## src/rtl/seq_ctrl_pkg.sv

```systemverilog
// Shared types and constants for the serial pattern detector controller.
package seq_ctrl_pkg;

  typedef enum logic [1:0] {
    IDLE  = 2'd0,
    ARMED = 2'd1,
    DONE  = 2'd2
  } state_t;

  localparam int unsigned MIN_LEN = 2;

  function automatic logic len_legal(input int unsigned len, input int unsigned max_len);
    return (len >= MIN_LEN) && (len <= max_len);
  endfunction

endpackage

```

## src/rtl/seq_shift_match.sv

```systemverilog
// Bit history, fill counter and Mealy comparator for the pattern detector.
module seq_shift_match #(
  parameter int PAT_W = 8,
  parameter int LEN_W = $clog2(PAT_W) + 1
) (
  input  logic             clk,
  input  logic             reset,
  input  logic             clr,
  input  logic             en,
  input  logic             din_valid,
  input  logic             din,
  input  logic [PAT_W-1:0] pattern,
  input  logic [LEN_W-1:0] len,
  input  logic             overlap,
  output logic             hit
);

  // The live input bit completes the PAT_W window, so only PAT_W-1 past bits are stored.
  logic [PAT_W-2:0] history;
  logic [PAT_W-1:0] cand, mask;
  logic [PAT_W:0]   mask_w;
  logic [LEN_W-1:0] fill;

  assign cand   = {history, din};
  assign mask_w = ({{PAT_W{1'b0}}, 1'b1} << len) - 1'b1;
  assign mask   = mask_w[PAT_W-1:0];
  assign hit    = en & din_valid & (fill >= len - 1'b1) &
                  ((cand & mask) == (pattern & mask));

  always_ff @(posedge clk) begin
    if (!reset) begin
      history <= '0;
      fill    <= '0;
    end else if (clr) begin
      history <= '0;
      fill    <= '0;
    end else if (en && din_valid) begin
      if (hit && !overlap) begin
        history <= '0;
        fill    <= '0;
      end else begin
        history <= cand[PAT_W-2:0];
        if (fill < len) fill <= fill + 1'b1;
      end
    end
  end

endmodule

```

## src/rtl/seq_detect_ctrl.sv

```systemverilog
// Configurable serial pattern detector: config handshake, IDLE/ARMED/DONE FSM, match counter.
// Optional idle timeout in ARMED is built when SEQ_CTRL_TIMEOUT_EN is defined.
module seq_detect_ctrl
  import seq_ctrl_pkg::*;
#(
  parameter int PAT_W   = 8,
  parameter int CNT_W   = 8,
  parameter int TMO_CYC = 16,
  localparam int LEN_W  = $clog2(PAT_W) + 1
) (
  input  logic             clk,
  input  logic             reset,
  input  logic             cfg_valid,
  output logic             cfg_ready,
  input  logic [PAT_W-1:0] cfg_pattern,
  input  logic [LEN_W-1:0] cfg_len,
  input  logic             cfg_overlap,
  input  logic [CNT_W-1:0] cfg_limit,
  input  logic             start,
  input  logic             abort,
  input  logic             din_valid,
  input  logic             din,
  output logic             y,
  output logic [CNT_W-1:0] match_cnt,
  output logic             busy,
  output logic             done,
`ifdef SEQ_CTRL_TIMEOUT_EN
  output logic             timeout,
`endif
  output logic             cfg_err
);

  state_t           state;
  logic [PAT_W-1:0] pat_q;
  logic [LEN_W-1:0] len_q;
  logic             ovl_q;
  logic [CNT_W-1:0] lim_q;
  logic             cfg_bad;
  logic             cfg_take, cfg_ok, arm, lim_hit;
  logic [CNT_W-1:0] cnt_inc;

  assign cfg_take = cfg_valid & cfg_ready;
  assign cfg_ok   = len_legal(32'(cfg_len), PAT_W);
  // A same-cycle offer decides whether start may arm; otherwise the last offer does.
  assign arm      = (state == IDLE) & start & ~abort & (cfg_take ? cfg_ok : ~cfg_bad);
  assign cnt_inc  = (&match_cnt) ? match_cnt : match_cnt + 1'b1;
  assign lim_hit  = y & (lim_q != '0) & (cnt_inc == lim_q);

`ifdef SEQ_CTRL_TIMEOUT_EN
  localparam int TMO_W = $clog2(TMO_CYC + 1);
  logic [TMO_W-1:0] tmo_cnt;
  logic             tmo_fire;
  assign tmo_fire = (state == ARMED) & ~din_valid & (tmo_cnt == TMO_W'(TMO_CYC - 1));
`endif

  seq_shift_match #(.PAT_W(PAT_W), .LEN_W(LEN_W)) u_match (
    .clk       (clk),
    .reset     (reset),
    .clr       (arm),
    .en        (state == ARMED),
    .din_valid (din_valid),
    .din       (din),
    .pattern   (pat_q),
    .len       (len_q),
    .overlap   (ovl_q),
    .hit       (y)
  );

  always_ff @(posedge clk) begin
    if (!reset) begin
      state     <= IDLE;
      pat_q     <= '0;
      len_q     <= LEN_W'(MIN_LEN);
      ovl_q     <= 1'b0;
      lim_q     <= '0;
      cfg_bad   <= 1'b0;
      cfg_err   <= 1'b0;
      match_cnt <= '0;
      cfg_ready <= 1'b1;
      busy      <= 1'b0;
      done      <= 1'b0;
`ifdef SEQ_CTRL_TIMEOUT_EN
      tmo_cnt   <= '0;
      timeout   <= 1'b0;
`endif
    end else begin
      if (cfg_take) begin
        if (cfg_ok) begin
          pat_q   <= cfg_pattern;
          len_q   <= cfg_len;
          ovl_q   <= cfg_overlap;
          lim_q   <= cfg_limit;
          cfg_bad <= 1'b0;
        end else begin
          cfg_bad <= 1'b1;
          cfg_err <= 1'b1;
        end
      end

      if (arm)    match_cnt <= '0;
      else if (y) match_cnt <= cnt_inc;

`ifdef SEQ_CTRL_TIMEOUT_EN
      if (state != ARMED || din_valid) tmo_cnt <= '0;
      else                             tmo_cnt <= tmo_cnt + 1'b1;
`endif

      case (state)
        IDLE: if (arm) begin
          state     <= ARMED;
          cfg_ready <= 1'b0;
          busy      <= 1'b1;
        end
        ARMED: if (abort) begin
          state     <= IDLE;
          cfg_ready <= 1'b1;
          busy      <= 1'b0;
        end else if (lim_hit) begin
          state     <= DONE;
          busy      <= 1'b0;
          done      <= 1'b1;
`ifdef SEQ_CTRL_TIMEOUT_EN
        end else if (tmo_fire) begin
          state     <= DONE;
          busy      <= 1'b0;
          done      <= 1'b1;
          timeout   <= 1'b1;
`endif
        end
        DONE: if (abort || start) begin
          state     <= IDLE;
          cfg_ready <= 1'b1;
          done      <= 1'b0;
`ifdef SEQ_CTRL_TIMEOUT_EN
          timeout   <= 1'b0;
`endif
        end
        default: begin
          state     <= IDLE;
          cfg_ready <= 1'b1;
          busy      <= 1'b0;
          done      <= 1'b0;
        end
      endcase
    end
  end

endmodule

```

## config.mk

```make
export PLATFORM = sky130hd
export DESIGN_NAME = seq_detect_ctrl
export DESIGN_NICKNAME = d
export VERILOG_FILES = /design/src/rtl/seq_ctrl_pkg.sv /design/src/rtl/seq_shift_match.sv /design/src/rtl/seq_detect_ctrl.sv
export SDC_FILE = /design/constraint.sdc
export NUM_CORES = 1
export LEC_CHECK = 0
export BUFFER_PORTS_ARGS = -buffer_cell sky130_fd_sc_hd__buf_2
export CAP_MARGIN = 10
export CORE_MARGIN = 1.5
export CORE_UTILIZATION = 30
export CTS_BUF_LIST = sky130_fd_sc_hd__clkbuf_16
export CTS_CLUSTER_SIZE = 30
export DETAILED_ROUTE_END_ITERATION = 10
export SYNTH_ARGS = -nofsm -noshare
export SYNTH_HDL_FRONTEND = slang
export SYNTH_SLANG_ARGS = --single-unit
export TNS_END_PERCENT = 20
```

## constraint.sdc

```tcl
create_clock -name clk -period 3.4 [get_ports clk]
set_input_delay 0.17 -clock clk [delete_from_list [all_inputs] [get_ports clk]]
set_output_delay 0.17 -clock clk [all_outputs]
set_load 0.05 [all_outputs]
```

**Yosys cells after proc, flatten, opt, wreduce, memory -nomap -nowiden**

Index checks and enable logic that the tools add are counted.

- Register bits after elaboration: 47
- Input port bits: 28
- Output and inout bits: 13
- Logic and storage cells: 89

- Add/sub/neg operators: 4
- $lt $le $gt $ge: 4
- Equal/unequal tests: 10
- Shift-type cells: 1
- Muxes and demuxes: 23
- Bitwise operators: 17
- Reduce and logical (&&, ||, !) cells: 17

Operator list:

| operator | number |
|---|---|
| AND 8 bit | 2 |
| equality test 8 bit | 2 |
| two-way mux 1 bit | 11 |
| != test 2 bit, second input constant | 5 |
| AND 1 bit | 9 |
| case mux 1 bit (3 select lines) | 3 |
| AND reduction 3 bit | 3 |
| adder 8 x 1 -> 8 bit, second input constant | 1 |
| two-way mux 2 bit | 4 |
| two-way mux 4 bit | 2 |
| two-way mux 8 bit | 1 |
| AND reduction 8 bit | 1 |
| nonzero test 8 bit | 1 |
| left shift 1 x 4 -> 8 bit, first input constant | 1 |
| subtractor 8 x 1 -> 8 bit, second input constant | 1 |
| two-way mux 7 bit | 1 |
| NOT 1 bit | 6 |
| case mux 2 bit (3 select lines) | 1 |
| AND reduction 2 bit | 3 |
| adder 4 x 1 -> 4 bit, second input constant | 1 |
| >= comparator 4 x 2 -> 1 bit, second input constant | 1 |
| >= comparator 4 bit | 1 |
| <= comparator 4 bit, second input constant | 1 |
| < comparator 4 bit | 1 |
| 11 further kinds | 13 |

**Longest topological paths before layout**

- Word-level depth: 10
- Mapped depth: 11
- Mapped depth without buffers: 10

**Hierarchy**

From an unflattened synthesis, not the netlist that was laid out.

- Cells, all modules: 326
- Area, all modules: 2,926.6 um^2

By module, submodules not included:

| module | times used | cells an instance | area each (um^2) | seq. area each (um^2) |
|---|---|---|---|---|
| seq_detect_ctrl | 1 | 201 | 1,849.3 | 720.7 |
| seq_shift_match | 1 | 125 | 1,077.3 | 220.2 |

**Worst setup path after synthesis**

OpenSTA, ideal clock, no wires.

- Kind: register to register
- Start: register len_q[0]
- End: register match_cnt[4]
- Library setup time: 0.181 ns
- Arrival: 3.025 ns
- Data required time: 3.219 ns
- Slack: 0.194 ns
- Stages on the path, launching flop included: 11
- Buffers on the path: 0
- Clock period less this slack: 3.206 ns
- Path through: dfxtp_1 > inv_1 > ha_1 > nand2_1 > ha_1 > nor2b_1 > o21ai_0 > a21oi_1 > or4_1 > nor2_1 > a311oi_1

- Cells in the longest elaborated chain, start to end: 5
- Elaborated cells on any way between the ends: 9
- Classes of those cells: add/sub: 2; order compare: 1; eq/ne: 1; shift: 1; bitwise: 4

RTL lines:

| item | RTL line | source |
|---|---|---|
| start: declaration | seq_detect_ctrl.sv:35 | `logic [LEN_W-1:0] len_q;` |
| start signal: assignment | seq_detect_ctrl.sv:73 | `len_q <= LEN_W'(MIN_LEN);` |
| start signal: assignment | seq_detect_ctrl.sv:90 | `len_q <= cfg_len;` |
| left shift 1 x 4 -> 8 bit | seq_shift_match.sv:25 | `assign mask_w = ({{PAT_W{1'b0}}, 1'b1} << len) - 1'b1;` |
| subtractor 8 x 1 -> 8 bit | seq_shift_match.sv:25 |  |
| AND 8 bit | seq_shift_match.sv:28 | `((cand & mask) == (pattern & mask));` |
| equality test 8 bit | seq_shift_match.sv:28 |  |
| AND 1 bit (*) | seq_shift_match.sv:27 | `assign hit = en & din_valid & (fill >= len - 1'b1) &` |
| net y | seq_detect_ctrl.sv:23 | `output logic y,` |
| end signal: assignment | seq_detect_ctrl.sv:101 | `else if (y) match_cnt <= cnt_inc;` |
| end: declaration | seq_detect_ctrl.sv:24 | `output logic [CNT_W-1:0] match_cnt,` |

The timed path passes the listed nets; every way through them passes the cells marked *.
A chain may end at the register's enable or synchronous reset.

**Final worst setup path**

- Start: register len_q[0]
- End: output y

- Cells in the longest elaborated chain, start to end: 5
- Elaborated cells on any way between the ends: 9
- Classes of those cells: add/sub: 2; order compare: 1; eq/ne: 1; shift: 1; bitwise: 4

RTL lines:

| item | RTL line |
|---|---|
| left shift 1 x 4 -> 8 bit | seq_shift_match.sv:25 |
| subtractor 8 x 1 -> 8 bit | seq_shift_match.sv:25 |
| AND 8 bit | seq_shift_match.sv:28 |
| equality test 8 bit | seq_shift_match.sv:28 |
| AND 1 bit (*) | seq_shift_match.sv:27 |
| end: declaration | seq_detect_ctrl.sv:23 |

Every way passes the cells marked *; elsewhere a longest branch is shown, timed or not.

==> metrics.yaml <==
grt.overflow.total: 0
hpwl_um: 5290
synth_most_common_cell: "nand2_1"
combPwrFrac: 0.159
cts_root_buf: "clkbuf_16"
status: "completed"
cts_made_buffers: 5
hold_path_startpoint: "reset"
via_per_inst: 5.36
path_class: "flip-flop to output pin"
synth.largest_area_cell: "dfxtp_1"
internal_power_uw: 914
fin_area_um2: 3290
grt_pass1_wl_um: 11600
rsz0062_at_grt: "false"
clock-sinks: 47
r2r-start: "len_q[0]"
hold_violations: 0
p_total_mw: 1.26
power_frac_seq: 0.469
drcViolationCount: 0
clk_latency_ns: 0.29
cts_hold_buf: 0
async_reset_ff_frac: 0
fin_crit_sh: 0.904
clk_pin_slew_ns: 0.06
period_needed_ns: 3.07
io_pins: 41
syn-instance-count: 359
synthTopCellsByCount: "nand2_1 (56), dfxtp_1 (47), a21oi_1 (26)"
cts_max_level: 2
endpoint_kind: "output pin"
clock.fmax_mhz: 325
start_util: 0.308
p_switching_uw: 348
finalNetCount: 439
grt_use_total: 0.143
clockPowerShare: 0.371
worst_ep_arrival_time_ns: 2.90
final_antenna_net_count: 0
tightest_slew_ns: 0.808
cts_tree: "yes"
r2r_slack_ns: 0.51
seq_area_um2: 941
maxCapViolCount: 0
fin_cells: 507
netlist_area_um2: 2830
drtPass1Iterations: 4
clockBufferDepth: 2
dp.cells: 499
synth_edf_count: 0
hold_ws_ns: 0.119
die_area_um2: 10000
grt_pass1_vias: 2417
post_drt_wl_per_cell_um: 13.6
crit_path_start_kind: "flip-flop"
critPathLaunch: "len_q[0]"
routed_wl_um: 6920
ys_types: 58
grt_antenna_before_repair: 0
max_slew_margin: 0.460
n_antenna_cell: 0
core_area_um2: 9200
power_density_nw_per_um2: 384
vias: 2719
area_growth_pct: 16.2
endpoint: "y"
die_w_um: 100
die_h_um: 100
required_ns: 3.23
hold_class: "primary input to flip-flop"
fin_skew_ns: 0.00343
rr_worst_depth: 10
dpl_cell_area_um2: 3140
drv_slew: 0
hold_depth: 2
setup_tns_ns: 0
portBuffers: 40
synth_nets: 403
cp_max_fo: 8
p_sw_frac: 0.276
rr_endpoint: "state[0]"
routabilityCongestion: 0.872
ys_seq_area_frac: 0.333
drive_above_1_share: 0.144
multi_input_area_um2: 1790
fillCellCount: 978
synth_top_area_frac: 0.333
drtIter0Drc: 171
synth_top_flop_cell: "dfxtp_1"
grt_max_degree: 27
synthTopCellsByArea: "dfxtp_1 (33%), nand2_1 (7.4%), ha_1 (7.1%), a21oi_1 (4.6%), nand3_1 (4.4%)"
p_leak_nw: 1.25
post_synth.cell_area_avg_um2: 7.88
ys_ff_latch: 47
rows: 35
vdd_drop_max_v: 0.000213
yosysWarnings: 0
setup_viol_count_final: 0
[worst min-delay path by stage]
| stage | to | slack [ns] |
|---|---|---|
| after global placement | pat_q[0] | 0.41 |
| after floorplan | cfg_ready | 0.24 |
| after CTS | lim_q[2] | 0.11 |
| after detailed placement | cfg_ready | 0.41 |
| final | cfg_ready | 0.12 |
| after global routing | pat_q[0] | 0.12 |
[per-stage QoR]
stage | setup slack [ns] | utilization
2_1_floorplan | 0.194 | -
3_3_place_gp | 0.395 | 0.341
3_5_place_dp | 0.323 | 0.341
4_1_cts | 0.00946 | 0.356
5_1_grt | 0.0459 | 0.357
6_report | 0.327 | 0.357
[critical path, cell delays in order (launching register included)]
cell and delay (ns):
dfxtp_1 0.36, inv_1 0.14, ha_1 0.30, nand2_1 0.12, ha_1 0.29, nor2b_1 0.15, o21ai_0 0.14, a21oi_1 0.10
or4_4 0.59, nor2_4 0.17, clkbuf_4 0.26
[cells by family (layout without fill, tap and decap cells)]
family | Yosys count | count (layout) | synth area share
AO/OA/AOI/OAI | 84 | 84 | 0.200
AND/OR/NAND/NOR | 162 | 162 | 0.282
buffers and inverters | 26 | 63 | 0.0380
flip-flops | 47 | 47 | 0.333
multiplexers | 5 | 5 | 0.0177
adder cells (fa/ha/maj) | 16 | 16 | 0.0708
XOR/XNOR | 19 | 19 | 0.0588
[per-layer routing]
layer,wire [um],vias up,share of wire,global-route usage
li1,-,1367,-,-
met1,3390,1272,0.49,0.197
met2,3060,65,0.44,0.221
met3,306,15,0.044,0.0251
met4,166,0,0.024,0.0628
met5,0,-,0,0
[power by group through the flow]
stage / registers (mW) / clock network [mW] / logic (mW)
finish: 0.592 / 0.469 / 0.201
floorplan: 0.607 / 0 / 0.135
global route: 0.595 / 0.502 / 0.227
global placement: 0.604 / 0 / 0.195
CTS: 0.592 / 0.483 / 0.199
detailed placement: 0.604 / 0 / 0.198
[flip-flops by register name (all words and copies together), names as in the netlist, 2 cells and up]
| signal | flops |
|---|---|
| u_match.history | 7 |
| u_match.fill | 4 |
| pat_q | 8 |
| state | 2 |
| lim_q | 8 |
| len_q | 4 |
| match_cnt | 8 |
[area by class of cell]
class	instances	share of cell area
multi-input cells	286	0.545
flip-flops and latches	47	0.286
repair buffers	45	0.0731
well taps	111	0.0423
clock buffers	5	0.0381
inverters	10	0.0114
clock inverters	3	0.00381
[layout by cell type, fill, tap and decap left out, drive strengths merged, types with 2 or more instances in the layout]
cell type  instances
a31oi              6
nand3             25
ha                16
inv               11
nor3              14
clkinv             2
a211o              2
or4b               2
nor4               9
dfxtp             47
a311oi             3
o21a               3
nor3b              3
a21oi             26
nand2             56
nor2b              9
xnor2             12
o21ai             18
and3               3
a211oi             3
mux2i              5
a41oi              3
nor2              24
and2               2
or3                2
buf               44
nand2b             5
o21bai             2
clkbuf             6
xor2               7
nand4              3
a2111oi            2
[what timing repair did]
item	in CTS	in global routing
buffers inserted	0	0
setup endpoints to repair	0	1
gates resized for setup	0	4
No activity file was read; power rests on OpenSTA's default activity.
